===== config.mk =====
export PLATFORM = sky130hd
export DESIGN_NAME = div_result_uart_tx
export DESIGN_NICKNAME = d
export VERILOG_FILES = /design/src/rtl/div_pkg.sv /design/src/rtl/div_baud_tick.sv /design/src/rtl/div_result_uart_tx.sv
export SDC_FILE = /design/constraint.sdc
export NUM_CORES = 1
export LEC_CHECK = 0
export ABC_AREA = 1
export CAP_MARGIN = 20
export CORE_UTILIZATION = 47
export CTS_CLUSTER_DIAMETER = 80
export DETAILED_ROUTE_END_ITERATION = 8
export PLACE_DENSITY = 0.73
export SLEW_MARGIN = 30
export SYNTH_ARGS = -nofsm -noshare
export SYNTH_HDL_FRONTEND = slang
export SYNTH_SLANG_ARGS = --single-unit

===== constraint.sdc =====
create_clock -name clk -period 1.7 [get_ports clk]
set_input_delay 0.51 -clock clk [delete_from_list [all_inputs] [get_ports clk]]
set_output_delay 0.51 -clock clk [all_outputs]
set_load 0.01 [all_outputs]

===== src/rtl/div_pkg.sv =====
// Shared types and constants for the divider-result UART transmitter.
package div_pkg;

  typedef enum logic [2:0] {
    IDLE   = 3'd0,
    START  = 3'd1,
    DATA   = 3'd2,
    PARITY = 3'd3,
    STOP   = 3'd4
  } div_state_t;

  localparam int Q_W = 4;
  localparam int R_W = 4;

  localparam logic [Q_W+R_W-1:0] DIV0_CODE_DEFAULT = 8'hEE;

endpackage


===== src/rtl/div_baud_tick.sv =====
// Bit-period counter: runs 0..CLK_DIV-1 while enabled, pulses o_tick on the
// final count and wraps; i_clr parks it at zero.
module div_baud_tick #(
  parameter int CLK_DIV = 4
) (
  input  logic clk,
  input  logic rst_n,
  input  logic i_en,
  input  logic i_clr,
  output logic o_tick
);

  localparam int               CNT_W = 8;
  localparam logic [CNT_W-1:0] LAST  = CNT_W'(CLK_DIV - 1);

  logic [CNT_W-1:0] r_cnt;

  assign o_tick = i_en && (r_cnt == LAST);

  always_ff @(posedge clk or negedge rst_n) begin
    if (!rst_n) begin
      r_cnt <= '0;
    end else if (i_clr) begin
      r_cnt <= '0;
    end else if (i_en) begin
      r_cnt <= o_tick ? '0 : r_cnt + 1'b1;
    end
  end

endmodule


===== src/rtl/div_result_uart_tx.sv =====
// Serialises packed divider results {quotient, remainder} as UART frames.
// Define DIV_UART_PARITY_EN to insert an even-parity bit before the stop bit.
module div_result_uart_tx
  import div_pkg::*;
#(
  parameter int                DATA_W    = Q_W + R_W,
  parameter int                CLK_DIV   = 4,
  parameter logic [DATA_W-1:0] DIV0_CODE = DIV0_CODE_DEFAULT
) (
  input  logic              clk,
  input  logic              rst_n,
  input  logic              ena,
  input  logic [DATA_W-1:0] in_data,
  input  logic              in_div0,
  input  logic              in_valid,
  output logic              in_ready,
  output logic              tx_o,
  output logic              busy,
  output logic              tx_done,
  output logic [7:0]        sent_count,
  output logic [2:0]        o_dbg_state
);

  // Handshake: a result transfers on any clk edge where in_valid && in_ready;
  // in_ready depends only on ena and the holding register, never on in_valid.

  localparam int IDX_W = (DATA_W > 1) ? $clog2(DATA_W) : 1;

  div_state_t        r_state;
  div_state_t        w_state_nxt;
  logic [DATA_W-1:0] r_hold;
  logic              r_hold_full;
  logic [DATA_W-1:0] r_shift;
  logic [IDX_W-1:0]  r_idx;
  logic              r_tx;
  logic [7:0]        r_sent_count;
`ifdef DIV_UART_PARITY_EN
  logic              r_parity;
`endif

  logic w_tick;
  logic w_accept;
  logic w_last_bit;
  logic w_load;
  logic w_shift;
  logic w_idx_inc;
  logic w_frame_end;
  logic w_tx_nxt;

  div_baud_tick #(
    .CLK_DIV (CLK_DIV)
  ) u_baud (
    .clk    (clk),
    .rst_n  (rst_n),
    .i_en   (ena && (r_state != IDLE)),
    .i_clr  (r_state == IDLE),
    .o_tick (w_tick)
  );

  assign w_accept    = in_valid && in_ready;
  assign w_last_bit  = (r_idx == IDX_W'(DATA_W - 1));
  assign w_frame_end = (r_state == STOP) && w_tick;

  assign in_ready    = ena && !r_hold_full;
  assign tx_o        = r_tx;
  assign busy        = (r_state != IDLE);
  assign tx_done     = w_frame_end;
  assign sent_count  = r_sent_count;
  assign o_dbg_state = r_state;

  always_ff @(posedge clk or negedge rst_n) begin
    if (!rst_n) begin
      r_state <= IDLE;
    end else if (ena) begin
      r_state <= w_state_nxt;
    end
  end

  always_comb begin
    w_state_nxt = r_state;
    case (r_state)
      IDLE:  if (r_hold_full) w_state_nxt = START;
      START: if (w_tick) w_state_nxt = DATA;
`ifdef DIV_UART_PARITY_EN
      DATA:   if (w_tick && w_last_bit) w_state_nxt = PARITY;
      PARITY: if (w_tick) w_state_nxt = STOP;
`else
      DATA:   if (w_tick && w_last_bit) w_state_nxt = STOP;
`endif
      // A result waiting at the end of the stop bit starts with no idle gap.
      STOP:  if (w_tick) w_state_nxt = r_hold_full ? START : IDLE;
      default: w_state_nxt = IDLE;
    endcase
  end

  always_comb begin
    w_load    = 1'b0;
    w_shift   = 1'b0;
    w_idx_inc = 1'b0;
    w_tx_nxt  = r_tx;
    case (r_state)
      IDLE: begin
        if (r_hold_full) begin
          w_load   = 1'b1;
          w_tx_nxt = 1'b0;
        end
      end
      START: begin
        if (w_tick) begin
          w_shift  = 1'b1;
          w_tx_nxt = r_shift[0];
        end
      end
      DATA: begin
        if (w_tick) begin
          if (w_last_bit) begin
`ifdef DIV_UART_PARITY_EN
            w_tx_nxt = r_parity;
`else
            w_tx_nxt = 1'b1;
`endif
          end else begin
            w_shift   = 1'b1;
            w_idx_inc = 1'b1;
            w_tx_nxt  = r_shift[0];
          end
        end
      end
`ifdef DIV_UART_PARITY_EN
      PARITY: begin
        if (w_tick) w_tx_nxt = 1'b1;
      end
`endif
      STOP: begin
        if (w_tick) begin
          if (r_hold_full) begin
            w_load   = 1'b1;
            w_tx_nxt = 1'b0;
          end else begin
            w_tx_nxt = 1'b1;
          end
        end
      end
      default: w_tx_nxt = 1'b1;
    endcase
  end

  always_ff @(posedge clk or negedge rst_n) begin
    if (!rst_n) begin
      r_hold       <= '0;
      r_hold_full  <= 1'b0;
      r_shift      <= '0;
      r_idx        <= '0;
      r_tx         <= 1'b1;
      r_sent_count <= '0;
`ifdef DIV_UART_PARITY_EN
      r_parity     <= 1'b0;
`endif
    end else if (ena) begin
      // Accept needs an empty hold and load needs a full one, so they never coincide.
      if (w_accept) begin
        r_hold      <= in_div0 ? DIV0_CODE : in_data;
        r_hold_full <= 1'b1;
      end else if (w_load) begin
        r_hold_full <= 1'b0;
      end
      if (w_load) begin
        r_shift <= r_hold;
        r_idx   <= '0;
`ifdef DIV_UART_PARITY_EN
        r_parity <= ^r_hold;
`endif
      end else if (w_shift) begin
        r_shift <= r_shift >> 1;
      end
      if (w_idx_inc) r_idx <= r_idx + 1'b1;
      r_tx <= w_tx_nxt;
      if (w_frame_end) r_sent_count <= r_sent_count + 1'b1;
    end
  end

endmodule

==> results.cfg <==
[worst_setup_path]
worstPathArrival_ns = 1.36
crit_start = u_baud.r_cnt[2]
critical_path_required_ns = 1.19
critPathCaptureType = output pin
path_class = reg -> out
start_kind = register
cp_max_fo = 2
r2r_start = u_baud.r_cnt[1]

[grt]
grt_antenna_before_repair = 0
grt_util_all_layers_pct = 22.6
grt_pass1_vias = 1686
grt_overflow = 0
grt_pass1_wl_um = 7560
grt_max_degree = 26

[clock_tree]
holdBufCountCts = 0
cts_tree = built
cts-htree-levels = 2
cts.sinks = 40
cts.clk_slew.worst_paths_ns = 0.08
worst_skew_pair.late_latency_ns = 0.30
cts_buffer_depth = 2
numCtsBuffers = 5
cts-root-buf = clkbuf_8

[sta]
tightest_slew_ns = 0.724
setup_viol = 4
rsz0062_at_grt = yes
skew_ns = 0.00443
final_period_minus_worst_setup_slack_ns = 1.87
finalCritPeriodShare_pct = 110
relSlewSlack_pct = 51.2
timing.fmax_ghz = 0.536
drv_slew = 0
hold_violations = 0
setup_slack_ns = -0.165

[finish]
multi_input_area_sq_um = 988
final_common_cell = nand2_1
drive_gt1_share_pct = 21.5
final-seq-area_sq_um = 1000
nets = 333
final_util_pct = 67.5
final_cell_mix = 74 x nand2_1, 38 x dfrtp_1, 30 x buf_4, 28 x nand3_1
fillerInstances = 347
final_area_sq_um = 2760
diodes = 0
area_growth_pct = 34.4

[routing]
ant_nets = 0
dr.pass1.iters = 4
wl_per_cell_um = 12.7
viasPerCell = 5.21
drtIter0Drc = 170
dr_total_vias = 1911
drc = 0
drt_wl_total_um = 4650

[logic_synthesis]
synthCells = 253
syn_area_per_cell_sq_um = 8.12
seq_area_frac_synth_pct = 48.8
ys_warn_count = 0
synth_area_sq_um = 2050
syn_nets = 270
ys_types = 28
synth-seq-cells = 40

[floorplanning]
die_h_um = 68.1
io_pins = 28
start_util_pct = 50.2
die_w_um = 68.1
rows = 23
dieArea_sq_um = 4640
core_sq_um = 4090

[status]
failed_checks = setup timing
status = finished, violations left

[place]
dp_hpwl_um = 3220
place.gp.congestion = 0.857
dpl_cell_area_sq_um = 2580
io_buffer_count = 27
pre_cts_ws_ns = -0.807

[worst_hold_path]
hp-class = in -> async

[pwr]
seqPwrFrac_pct = 38.4
p_clk_share_pct = 22.5
p_switching_uw = 1230
p_per_area_nw_per_um2 = 1250
power.internal_uw = 2220
swShare_pct = 35.7
power_leakage_uw = 0.00139
peakVddDrop_mv = 0.605
combPwrFrac_pct = 39.1

[flow_run]
max_cap_viol_count = 0
worst paths after layout:
| kind | endpoint | slack, ns | cells past startpoint |
|---|---|---|---|
| max in group asynchronous | sent_count[0] | 1.10 | 2 |
| setup reg to reg | u_baud.r_cnt[0] | -0.04 | 6 |
| hold / removal | r_idx[0] | 0.13 | 1 |
| setup / recovery | tx_done | -0.17 | 6 |
| min in group clk | r_hold[1] | 0.49 | 2 |
| hold reg to reg | r_hold[1] | 0.49 | 2 |
critical path: stages, from the launching register on:
cell and delay (ns):
dfrtp_1 0.39, nor2_2 0.12, nand2_2 0.10, nor2_4 0.12, nand2_2 0.08, nor2_4 0.14
buf_6 0.11
per-stage QoR:
step	TNS [ns]	total power, uW	cells	hold slack, ns
after floorplan	0	2060	253	0.214
after global placement	-11.57	2520	355	0.450
after detailed placement	-12.08	2570	355	0.466
after CTS	-0.176	3360	365	0.150
after global routing	-0.905	3680	367	0.148
final	-0.261	3450	367	0.132
cell usage after synthesis (all sizes together):
cell,number,area share [%]
a21oi,7,1.9
buf,2,0.91
clkbuf,1,0.18
dfrtp,39,48
dfstp,1,1.3
ha,4,2.4
inv,24,4.4
nand2,81,16
nand3,29,7.7
nand3b,1,0.37
nand4,2,0.61
nor2,19,4.1
nor3,6,1.5
o21ai,24,6.4
o22ai,2,0.61
o31ai,1,0.37
xnor2,1,0.43
xor2,9,3.8
power groups by stage:
| stage | Clock (uW) | Sequential, uW | Combinational [uW] |
|---|---|---|---|
| finish | 776 | 1320 | 1350 |
| global route | 823 | 1350 | 1510 |
| CTS | 783 | 1320 | 1250 |
| detailed placement | 0 | 1340 | 1230 |
| global placement | 0 | 1330 | 1190 |
| floorplan | 0 | 1350 | 710 |
final cells by class:
class	count	share of cell area, %
multi-input cells	186	35.8
flip-flops and latches	40	36.4
repair buffers	59	18.4
inverters	24	3.27
well taps	50	2.27
clock inverters	2	1.27
clock buffers	6	2.63
cells by family after synthesis:
| group | after synthesis | share of synthesized area, % |
|---|---|---|
| AND/OR/NAND/NOR | 138 | 29.7 |
| flip-flops | 40 | 48.8 |
| AO/OA/AOI/OAI | 34 | 9.26 |
| buffers and inverters | 27 | 5.48 |
| XOR/XNOR | 10 | 4.27 |
| adder cells (fa/ha/maj) | 4 | 2.44 |
per-layer routing:
metal | GRT usage (%) | part of all wire (%) | vias up
met5 | 0 | 0 | -
met1 | 29.9 | 46 | 907
met2 | 35.0 | 48 | 45
li1 | - | - | 950
met4 | 9.38 | 2.0 | 0
met3 | 5.50 | 4.2 | 9
timing repair:
item                       4_1_cts  5_1_grt
buffers inserted                 2        2
pin swaps                        1        6
resized for setup               31       15
setup endpoints to repair       29       21
state kept, by name, summed over array words and instances (netlist names):
| register | flops |
|---|---|
| o_dbg_state | 3 |
| r_hold | 8 |
| sent_count | 8 |
| u_baud.r_cnt | 8 |
| r_idx | 3 |
| r_hold_full | 1 |
| r_shift | 8 |
| tx_o | 1 |
Note: power is estimated with default switching activity, not from simulation.
